==> src/rtl/fwd_scoreboard.sv <==
// Hazard/forwarding responder for a five-stage MIPS pipeline: shadows E/M/W
// destinations with their Tnew countdowns and answers D/E operand requests.
module fwd_scoreboard (
    input  logic        clk,
    input  logic        reset,
    input  logic [4:0]  d_rs,
    input  logic [4:0]  d_rt,
    input  logic [1:0]  d_rs_tuse,
    input  logic [1:0]  d_rt_tuse,
    input  logic [4:0]  d_wr_addr,
    input  logic [1:0]  d_wr_tnew,
    input  logic [31:0] d_rs_grf,
    input  logic [31:0] d_rt_grf,
    input  logic [31:0] e_wr_data,
    input  logic [31:0] m_wr_data,
    input  logic [31:0] w_wr_data,
    input  logic [31:0] e_rs_in,
    input  logic [31:0] e_rt_in,
    output logic        stall,
    output logic [31:0] d_rs_fwd,
    output logic [31:0] d_rt_fwd,
    output logic [31:0] e_rs_fwd,
    output logic [31:0] e_rt_fwd,
    output logic [31:0] stall_count
);

    typedef struct packed {
        logic [4:0] addr;
        logic [1:0] tnew;
    } slot_t;

    slot_t       e_q, e_d, m_q, m_d, w_q, w_d;
    logic [4:0]  e_rs_q, e_rs_d, e_rt_q, e_rt_d;
    logic [31:0] stall_count_q, stall_count_d;

    // Operand 0 is rs, operand 1 is rt; both are resolved by the same loop.
    logic [1:0][4:0]  d_src, e_src;
    logic [1:0][1:0]  d_tuse;
    logic [1:0][31:0] d_grf, d_fwd, e_in, e_fwd;
    logic [1:0]       hazard;

    function automatic logic [1:0] sat_dec(input logic [1:0] t);
        return (t == 2'd0) ? 2'd0 : t - 2'd1;
    endfunction

    assign d_src  = {d_rt, d_rs};
    assign d_tuse = {d_rt_tuse, d_rs_tuse};
    assign d_grf  = {d_rt_grf, d_rs_grf};
    assign e_src  = {e_rt_q, e_rs_q};
    assign e_in   = {e_rt_in, e_rs_in};

    // NOTE: every always_comb output gets a default before any branch so no
    // path leaves it unassigned, which would otherwise infer a latch.
    always_comb begin
        hazard = '0;
        d_fwd  = d_grf;
        e_fwd  = e_in;
        for (int i = 0; i < 2; i++) begin
            // Youngest match wins; a not-yet-ready match blocks older ready slots.
            if (d_src[i] != 5'd0 && e_q.addr == d_src[i]) begin
                hazard[i] = (e_q.tnew > d_tuse[i]);
                if (e_q.tnew == 2'd0) d_fwd[i] = e_wr_data;
            end else if (d_src[i] != 5'd0 && m_q.addr == d_src[i]) begin
                hazard[i] = (m_q.tnew > d_tuse[i]);
                if (m_q.tnew == 2'd0) d_fwd[i] = m_wr_data;
            end else if (d_src[i] != 5'd0 && w_q.addr == d_src[i]) begin
                hazard[i] = (w_q.tnew > d_tuse[i]);
                if (w_q.tnew == 2'd0) d_fwd[i] = w_wr_data;
            end

            if (e_src[i] != 5'd0 && m_q.addr == e_src[i]) begin
                if (m_q.tnew == 2'd0) e_fwd[i] = m_wr_data;
            end else if (e_src[i] != 5'd0 && w_q.addr == e_src[i]) begin
                e_fwd[i] = w_wr_data;
            end
        end
    end

    assign stall    = |hazard;
    assign d_rs_fwd = d_fwd[0];
    assign d_rt_fwd = d_fwd[1];
    assign e_rs_fwd = e_fwd[0];
    assign e_rt_fwd = e_fwd[1];

    always_comb begin
        if (stall) begin
            e_d    = '0;
            e_rs_d = 5'd0;
            e_rt_d = 5'd0;
        end else begin
            e_d    = '{addr: d_wr_addr, tnew: d_wr_tnew};
            e_rs_d = d_rs;
            e_rt_d = d_rt;
        end
        m_d           = '{addr: e_q.addr, tnew: sat_dec(e_q.tnew)};
        w_d           = '{addr: m_q.addr, tnew: sat_dec(m_q.tnew)};
        stall_count_d = stall ? stall_count_q + 32'd1 : stall_count_q;
    end

    // NOTE: sequential state uses non-blocking assignments only, and every
    // register is cleared by the asynchronous reset so stall drops at once.
    always_ff @(posedge clk or negedge reset) begin
        if (!reset) begin
            e_q           <= '0;
            m_q           <= '0;
            w_q           <= '0;
            e_rs_q        <= 5'd0;
            e_rt_q        <= 5'd0;
            stall_count_q <= 32'd0;
        end else begin
            e_q           <= e_d;
            m_q           <= m_d;
            w_q           <= w_d;
            e_rs_q        <= e_rs_d;
            e_rt_q        <= e_rt_d;
            stall_count_q <= stall_count_d;
        end
    end

    assign stall_count = stall_count_q;

endmodule

==> config.mk <==
export PLATFORM = sky130hd
export DESIGN_NAME = fwd_scoreboard
export DESIGN_NICKNAME = d
export VERILOG_FILES = /design/src/rtl/fwd_scoreboard.sv
export SDC_FILE = /design/constraint.sdc
export NUM_CORES = 1
export LEC_CHECK = 0
export ABC_CLOCK_PERIOD_IN_PS = 4300
export BUFFER_PORTS_ARGS = -buffer_cell sky130_fd_sc_hd__buf_2
export CORE_AREA = 3 3 160 162
export DETAILED_ROUTE_END_ITERATION = 7
export DIE_AREA = 0 0 163 165
export GPL_TIMING_DRIVEN = 1
export HOLD_SLACK_MARGIN = 0.02
export PLACE_DENSITY_LB_ADDON = 0.3
export SYNTH_ARGS = -nofsm -noshare
export SYNTH_HDL_FRONTEND = slang
export SYNTH_SLANG_ARGS = --single-unit
==> constraint.sdc <==
create_clock -name clk -period 4.3 [get_ports clk]
set_input_delay 0.215 -clock clk [delete_from_list [all_inputs] [get_ports clk]]
set_output_delay 0.215 -clock clk [all_outputs]
set_load 0.05 [all_outputs]
# Yosys cells after proc, flatten, opt, wreduce, memory -nomap -nowiden
# Index checks and enable logic that the tools add are counted.
dict set report word_totals {
  regBits 63
  wordCells 75
  output_inout_bits 161
}
dict set report classes {
  n_eq_ne 10
  n_addsub 3
  n_reduce_logical 18
  mux 29
  order_cmp 6
}
# operator count
set ops {}
lappend ops {{32-bit two-way mux} 18}
lappend ops {{5-bit equality test} 10}
lappend ops {{32-bit by 1-bit adder with 32-bit output (second input constant)} 1}
lappend ops {{5-bit nonzero test} 4}
lappend ops {{2-bit > comparator} 6}
lappend ops {{1-bit logical AND} 10}
lappend ops {{5-bit two-way mux} 2}
lappend ops {{7-bit two-way mux} 1}
lappend ops {{2-bit logical NOT} 3}
lappend ops {{1-bit two-way mux} 6}
lappend ops {{2-bit two-way mux} 2}
lappend ops {{2-bit by 1-bit subtractor with 2-bit output (second input constant)} 2}
lappend ops {{2-bit OR reduction} 1}

# Depth between registers and ports, before layout
# Gate-level depths: netlist of run 1.
dict set report depth {
  depth_word 7
  mapped_depth 11
  ltp_nobuf 9
}

# Worst setup path after synthesis of run 1
# Ideal clock, no wire load.
dict set report synth_path {
  path_kind {reg2out}
  from {register m_q[3] (netlist bit)}
  to {output d_rt_fwd[22]}
  slack_ps 1395
  t_arrival_ps 2690
  stages_incl_launch_ff 9
  path_cell_list {dfrtp_1 > xor2_1 > nor3_1 > nand3_1 > nor3_1 > clkbuf_1 > a22o_1 > a211oi_1 > a31oi_1}
}
dict set report synth_between {
  elab_chain_cells 4
}
# element line_no
set synth_rtl {}
lappend synth_rtl {{from (decl)} 32} ;# slot_t e_q, e_d, m_q, m_d, w_q, w_d;
lappend synth_rtl {{from (signal assigned)} 112} ;# m_q <= m_d;
lappend synth_rtl {{5-bit equality test} 63} ;# end else if (d_src[i] != 5'd0 && m_q.addr == d_src[i]) begin
lappend synth_rtl {{1-bit logical AND} 63}
lappend synth_rtl {{32-bit two-way mux} 63}
lappend synth_rtl {{32-bit two-way mux} 60} ;# if (d_src[i] != 5'd0 && e_q.addr == d_src[i]) begin
lappend synth_rtl {{to (decl)} 21} ;# output logic [31:0] d_rt_fwd,
# Every way passes these cells.

# Final worst setup path of run 1
dict set report layout_path {
  from {register m_q[3] (netlist bit)}
  to {output d_rs_fwd[24]}
}
dict set report layout_between {
  elab_chain_cells 4
}
# element line_no
set layout_rtl {}
lappend layout_rtl {{5-bit equality test} 63}
lappend layout_rtl {{1-bit logical AND} 63}
lappend layout_rtl {{32-bit two-way mux} 63}
lappend layout_rtl {{32-bit two-way mux} 60}
lappend layout_rtl {{to (decl)} 20} ;# output logic [31:0] d_rs_fwd,
# Every way passes these cells.

==> results of run 1 <==
==> critical path, delay by kind of cell (launching register included) <==
| family | cells | cell delay (ps) |
|---|---|---|
| buffers and inverters | 2 | 680 |
| AO/OA/AOI/OAI | 2 | 620 |
| flip-flops | 1 | 500 |
| AND/OR/NAND/NOR | 3 | 690 |
| multiplexers | 1 | 190 |
| XOR/XNOR | 1 | 180 |
==> power breakdown <==
group	total, W	internal, W	switching (W)
registers	0.000774	0.000668	0.000106
logic	0.00206	0.000561	0.00150
clock network	0.000684	0.000422	0.000262
total	0.00351	0.00165	0.00186
==> sequential cells by signal (all words and copies together) (netlist names) <==
name         count
e_q              7
e_rs_q           5
e_rt_q           5
m_q              7
stall_count     32
w_q              7
==> metrics by stage <==
stage	setup slack [ps]	area, um^2	util
3_5_place_dp	1250	9230	0.381
5_1_grt	687	9520	0.393
4_1_cts	902	9510	0.392
2_1_floorplan	1400	6780	-
3_3_place_gp	1240	9230	0.381
6_report	878	9530	0.393
==> metal layers <==
metal | wire (um) | GRT usage
met5 | 24 | 0
met4 | 954 | 0.0742
met3 | 3470 | 0.0670
met1 | 14800 | 0.333
met2 | 16000 | 0.376
==> synthesized netlist by cell type (5+ instances only) <==
cell      count  share of area
a211oi_1     45          0.050
a211oi_2      5         0.0092
a21boi_0     32          0.035
a21oi_1      13         0.0096
a22o_1       32          0.041
a22oi_1      65          0.072
a31oi_1      31          0.029
and3_1       21          0.019
buf_1         5         0.0028
buf_2         5         0.0037
clkbuf_1     58          0.032
dfrtp_1      63           0.23
ha_1         13          0.024
inv_1        17         0.0094
mux2i_1      34          0.050
nand2_1     214           0.12
nand3_1      15          0.011
nor2_1       14         0.0077
nor2b_1       6         0.0055
nor3_1        7         0.0052
o21ai_0      36          0.027
o22a_1       32          0.041
xnor2_1      30          0.039
xor2_1       51          0.066
==> layout make-up <==
class | instances | area share
Antenna cell | 6 | 0.00158
Clock buffer | 12 | 0.0269
Clock inverter | 4 | 0.00302
Inverter | 17 | 0.00670
Multi-Input combinational cell | 733 | 0.521
Sequential cell | 63 | 0.165
Tap cell | 324 | 0.0425
Timing Repair Buffer | 429 | 0.232
==> worst paths after layout <==
| path | from | to | depth (start not counted) |
|---|---|---|---|
| max | m_q[3]$_DFF_PN0_ | d_rs_fwd[24] | 9 |
| min | reset | stall_count[9]$_DFFE_PN0P_ | 2 |
| max reg2reg | m_q[2]$_DFF_PN0_ | stall_count[20]$_DFFE_PN0P_ | 8 |
| min reg2reg | e_q[6]$_DFF_PN0_ | m_q[6]$_DFF_PN0_ | 0 |
| max in group asynchronous | reset | stall_count[21]$_DFFE_PN0P_ | 2 |
| min in group clk | d_wr_addr[3] | e_q[5]$_DFF_PN0_ | 2 |
==> logic make-up (layout without fill, tap and decap cells) <==
logic type                 count (synthesis)  after routing  synth area share
DFF                                       63             63             0.232
muxes                                     35             35            0.0518
xor gates and xnor gates                  81             81             0.105
buffers and inverters                     88            462            0.0520
and+or+nand+nor                          302            302             0.196
AOI/OAI and AO/OA                        302            302             0.340
adders and majority gates                 13             13            0.0240
other                                      0              6                 0
==> impl_results.md, run 1 <==
* Gr ovfl total at 0
* Crit-path cells: xor2_1 -> nor3_1 -> a211oi_1 -> nand2_1 -> nand2_1 -> buf_4 -> o21ai_0 -> mux2i_1 -> buf_2
* Register area share after synthesis at 0.232
* Setup Buffers After CTS at 0
* Area growth from synthesis to layout at 40.5%
* CTS H-Tree Depth at 3
* Nets@finish at ~1500
* DRC at 0
* Multi-input logic area at 4970 um^2
* Status: finished clean
* CTS max path bufs at 2
* RSZ-0062 raised after global routing: no
* Sum Neg Setup Slack at 0 ps
* Worst hold slack at 55.3 ps
* Vias per cell at 5.47
* Rows at 57
* Die area at 26900 um^2
* Die width at about 160 um
* Placed cell count at ~1600
* VDD IR max at 0.422 mV
* Fraction of layout cells with a size suffix above 1 at 0.377
* Worst-Margin Slew at around 1000 ps
* Netlist cell types at 44
* Endpoints failing hold at 0
* Min-delay worst type: input port to async pin
* Ys async rst share at 1.00
* CP endpoint kind: output port
* Post-synthesis net count at about 1100
* Core box area at about 24000 um^2
* Global Route Usage Sum at 0.244
* TritonCTS clock tree: done
* Fillers at about 2600
* #FFs+latches synth at 63
* Final Skew at between 7 and 8 ps
* Leakage power at between 4 and 5 nW
* Largest net degree at the start of global routing at 64
* Reg2reg setup slack at between 1500 and 2000 ps
* Crit Path Max Fanout at 32
* Final period util at 0.796
* Initial Util at 0.280
* Commonest non-fill, non-tap cell in the layout: buf_2
* Cell Area, Synth at 6780 um^2
* Cell count after synthesis at a little under 900
* Clock-pin slew on the worst setup and hold paths at 50 ps
* Req. time, crit path at approximately 4100 ps
* Storage cell area at about 1600 um^2
* Initial DRC count at between 1000 and 1500
* Tot Pwr at around 0.0035 W
* Die height at roughly 170 um
* Initial antenna violation count at 10
* Placer Congestion at roughly 0.96
* Post-synth EDFFs at 0
* Drt pass-1 iters at 6
* Vias in the first global route at approximately 8000
* Final Max Tran Viols at 0
* CTS sink count at between 60 and 70
* Crit path time final at 3420 ps
* Post-route ant nets at 0
* Final WL at 35.3 mm
* Worst Path Arrival at between 3000 and 4000 ps
* CTS root buf: clkbuf_16
* Worst slew margin at 0.314
* Endpoints failing setup at 0
* Slowest stage cell, crit path: dfrtp_1
* Worst Setup Start Kind: flop
* Max cap viols at 0
* Top Ports at between 400 and 500
* Final HPWL DP at roughly 28 mm
* Top cell by count, worst path: nand2_1
* Routed len/inst at 22.2 um
* Top FF cell, synth: dfrtp_1
* Highest Clock Rate at between 200 and 300 MHz
* Worst-Skew Late Latency at about 330 ps
* # port buffers at 407
* DR vias at approximately 8700
* Worst path max stage delay at approximately 500 ps
* Resized cells post-CTS at 0
* First-pass GRT wire length at between 50 and 60 mm
* Most frequent cells in the layout: buf_2 (407), nand2_1 (214), a22oi_1 (65)
* CTS Buf Count at 9
* Synth warn at 0
* Avg Cell Area, Syn at ~7.7 um^2
* Power per Cell Area at between 300 and 400 nW/um^2
* Layout Cells excl Fill at 1588
* Crit Path Class: flop to output port
* Cts hold-fix bufs at 0
Power figures use the tool's default switching activity.
==> inputs of run 2 (changes only) <==
--- a/config.mk
+++ b/config.mk
@@ -5,11 +5,11 @@
 export SDC_FILE = /design/constraint.sdc
 export NUM_CORES = 1
 export LEC_CHECK = 0
-export ABC_CLOCK_PERIOD_IN_PS = 4300
+export ABC_CLOCK_PERIOD_IN_PS = 3000
 export BUFFER_PORTS_ARGS = -buffer_cell sky130_fd_sc_hd__buf_2
-export CORE_AREA = 3 3 160 162
+export CORE_AREA = 3 3 158 160
 export DETAILED_ROUTE_END_ITERATION = 7
-export DIE_AREA = 0 0 163 165
+export DIE_AREA = 0 0 161 163
 export GPL_TIMING_DRIVEN = 1
 export HOLD_SLACK_MARGIN = 0.02
 export PLACE_DENSITY_LB_ADDON = 0.3
==> constraint.sdc (replaced) <==
create_clock -name clk -period 3 [get_ports clk]
set_input_delay 0.15 -clock clk [delete_from_list [all_inputs] [get_ports clk]]
set_output_delay 0.15 -clock clk [all_outputs]
set_load 0.05 [all_outputs]
==> impl_results.md, run 2 (same netlist as run 1, synthesis figures left out) <==
* Status: finished, violations left
* Failing checks: hold timing
* Vias in the first global route at 8376
* Most frequent cells in the layout: buf_2 (379), nand2_1 (212), a22oi_1 (65), buf_4 (65), dfrtp_1 (59)
* Commonest non-fill, non-tap cell in the layout: buf_2
* Endpoints failing hold at 12
* CTS H-Tree Depth at 3
* RSZ-0062 raised after global routing: yes
* Req. time, crit path at approximately 2900 ps
* Worst Setup Start Kind: flop
* Initial DRC count at 812
* Fraction of layout cells with a size suffix above 1 at 0.400
* Gr ovfl total at 0
* VDD IR max at 0.486 mV
* Leakage power at 4.88 nW
* Final instance area at 10000 um^2
* Worst r2r dst: stall_count[30]$_DFFE_PN0P_
* Endpoints failing setup at 0
* CTS sink count at 63
* Largest net degree at the start of global routing at 64
* Crit path time final at between 2000 and 3000 ps
* Die height at between 150 and 200 um
* Crit Path Max Fanout at 15
* Core box area at between 20000 and 25000 um^2
* Die width at between 150 and 200 um
* Worst slew margin at 0.462
* Worst-Skew Late Latency at roughly 330 ps
* Worst reg2reg path startpoint: m_q[3]$_DFF_PN0_
* Initial Util at 0.288
* Crit Path Class: flop to output port
* Rows at 56
* Clock-pin slew on the worst setup and hold paths at about 50 ps
* DRC at 0
* Top Ports at 408
* Tot Pwr at about 0.0053 W
* Placer Congestion at between 1 and 1.5
* Final Skew at about 8 ps
* # port buffers at between 400 and 500
* Max cap viols at 0
* Min-delay worst type: input port to async pin
* DR vias at between 8000 and 9000
* First-pass GRT wire length at about 52 mm
* Worst hold slack at -4.33 ps
* Drt pass-1 iters at 6
* Final period util at 0.970
* Area growth from synthesis to layout at 47.7%
* CTS root buf: clkbuf_16
* Initial antenna violation count at 24
* Top cell by count, worst path: buf_4
* TritonCTS clock tree: done
* Nets@finish at ~1500
* Final Max Tran Viols at 0
* Worst-Margin Slew at a little over 800 ps
* Global Route Usage Sum at 0.258
* Reg2reg setup slack at approximately 550 ps
* Area after DPL at ~9400 um^2
* Final WL at about 36 mm
* Vias per cell at ~5.4
* Worst path max stage delay at between 400 and 500 ps
* Routed len/inst at about 22 um
* Worst Path Arrival at around 2800 ps
* Post-route ant nets at 0
* CTS max path bufs at 2
* Power per Cell Area at about 530 nW/um^2
* CTS Buf Count at 9
* Max reg flops at 32
* Fillers at roughly 2500
* CP endpoint kind: output port
* Final HPWL DP at roughly 29 mm
* R2r worst-path depth at 9
* Highest Clock Rate at 344 MHz
* Crit-path cells: xor2_1 -> nor3_2 -> nand3_2 -> nor4bb_4 -> buf_6 -> buf_4 -> nor2_4 -> buf_12 -> a211oi_1 -> a31oi_1 -> buf_4
* Slowest stage cell, crit path: dfrtp_2
* Die area at 26200 um^2
[run 2: cell count changes in the layout (fill, tap and decap cells not counted), sizes merged]
cell	before	now
bufinv	0	2
inv	18	17
diode	6	10
buf	429	456
clkbuf	12	17
clkinv	1	0
clkinvlp	2	1
[run 2: layout make-up]
type | count | area (um^2) | share of cell area
Sequential cell | 63 | 1580 | 0.158
Multi-Input combinational cell | 733 | 5020 | 0.501
Timing Repair Buffer | 461 | 2620 | 0.261
Tap cell | 319 | 399 | 0.0398
Clock buffer | 12 | 246 | 0.0246
Inverter | 17 | 63.8 | 0.00637
Clock inverter | 3 | 67.6 | 0.00674
Antenna cell | 10 | 25.0 | 0.00250
[run 2: worst max-delay path by stage]
stage / startpoint / to / slack, ps / depth (start not counted)
CTS: m_q[3]$_DFF_PN0_ / d_rt_fwd[18] / -30 / 11
detailed placement: w_q[6]$_DFF_PN0_ / d_rt_fwd[18] / 60 / 9
global route: m_q[3]$_DFF_PN0_ / d_rt_fwd[18] / -30 / 11
floorplan: m_q[3]$_DFF_PN0_ / d_rt_fwd[22] / 160 / 8
finish: m_q[3]$_DFF_PN0_ / d_rt_fwd[18] / 90 / 11
global placement: w_q[6]$_DFF_PN0_ / d_rt_fwd[18] / 20 / 9
[run 2: timing repair]
item | 4_1_cts | 5_1_grt
hold buffers | 0 | 0
pin swaps | 2 | 3
buffers inserted | 2 | 9
gates cloned | 1 | 0
gates resized for setup | 25 | 33
endpoints found under the setup margin | 75 | 103
[run 2: metrics by stage]
| stage | setup slack [ps] | std cells | util | setup TNS, ps |
|---|---|---|---|---|
| finish | 90.6 | 1618 | 0.426 | 0 |
| global route | -30.2 | 1615 | 0.425 | -67.9 |
| CTS | -30.5 | 1599 | 0.418 | -47.7 |
| detailed placement | 62.9 | 1581 | 0.401 | 0 |
| global placement | 15.4 | 1581 | 0.401 | 0 |
| floorplan | 160 | 884 | - | 0 |
[run 2: worst max-delay path: cells and delay by family (launching register included)]
kind	cells	cell delay, ps
compound gates	2	370
buf+inv	4	710
xor+xnor	1	180
flops	1	430
simple gates	4	730
[run 2: power breakdown]
group | internal (W) | switching (W) | leakage [nW] | total (W)
clock | 0.000745 | 0.000364 | 0.149 | 0.00111
combinational | 0.000920 | 0.00219 | 3.95 | 0.00311
sequential | 0.000959 | 0.000136 | 0.773 | 0.00109
[run 2: layer usage]
metal | part of all wire | vias to the layer above | global-route usage | routed length [um]
met2 | 0.46 | 476 | 0.408 | 16700
met4 | 0.023 | 24 | 0.0688 | 850
met1 | 0.40 | 4101 | 0.336 | 14600
met5 | 0.0038 | - | 0 | 139
li1 | - | 4058 | - | -
met3 | 0.11 | 97 | 0.0910 | 4010
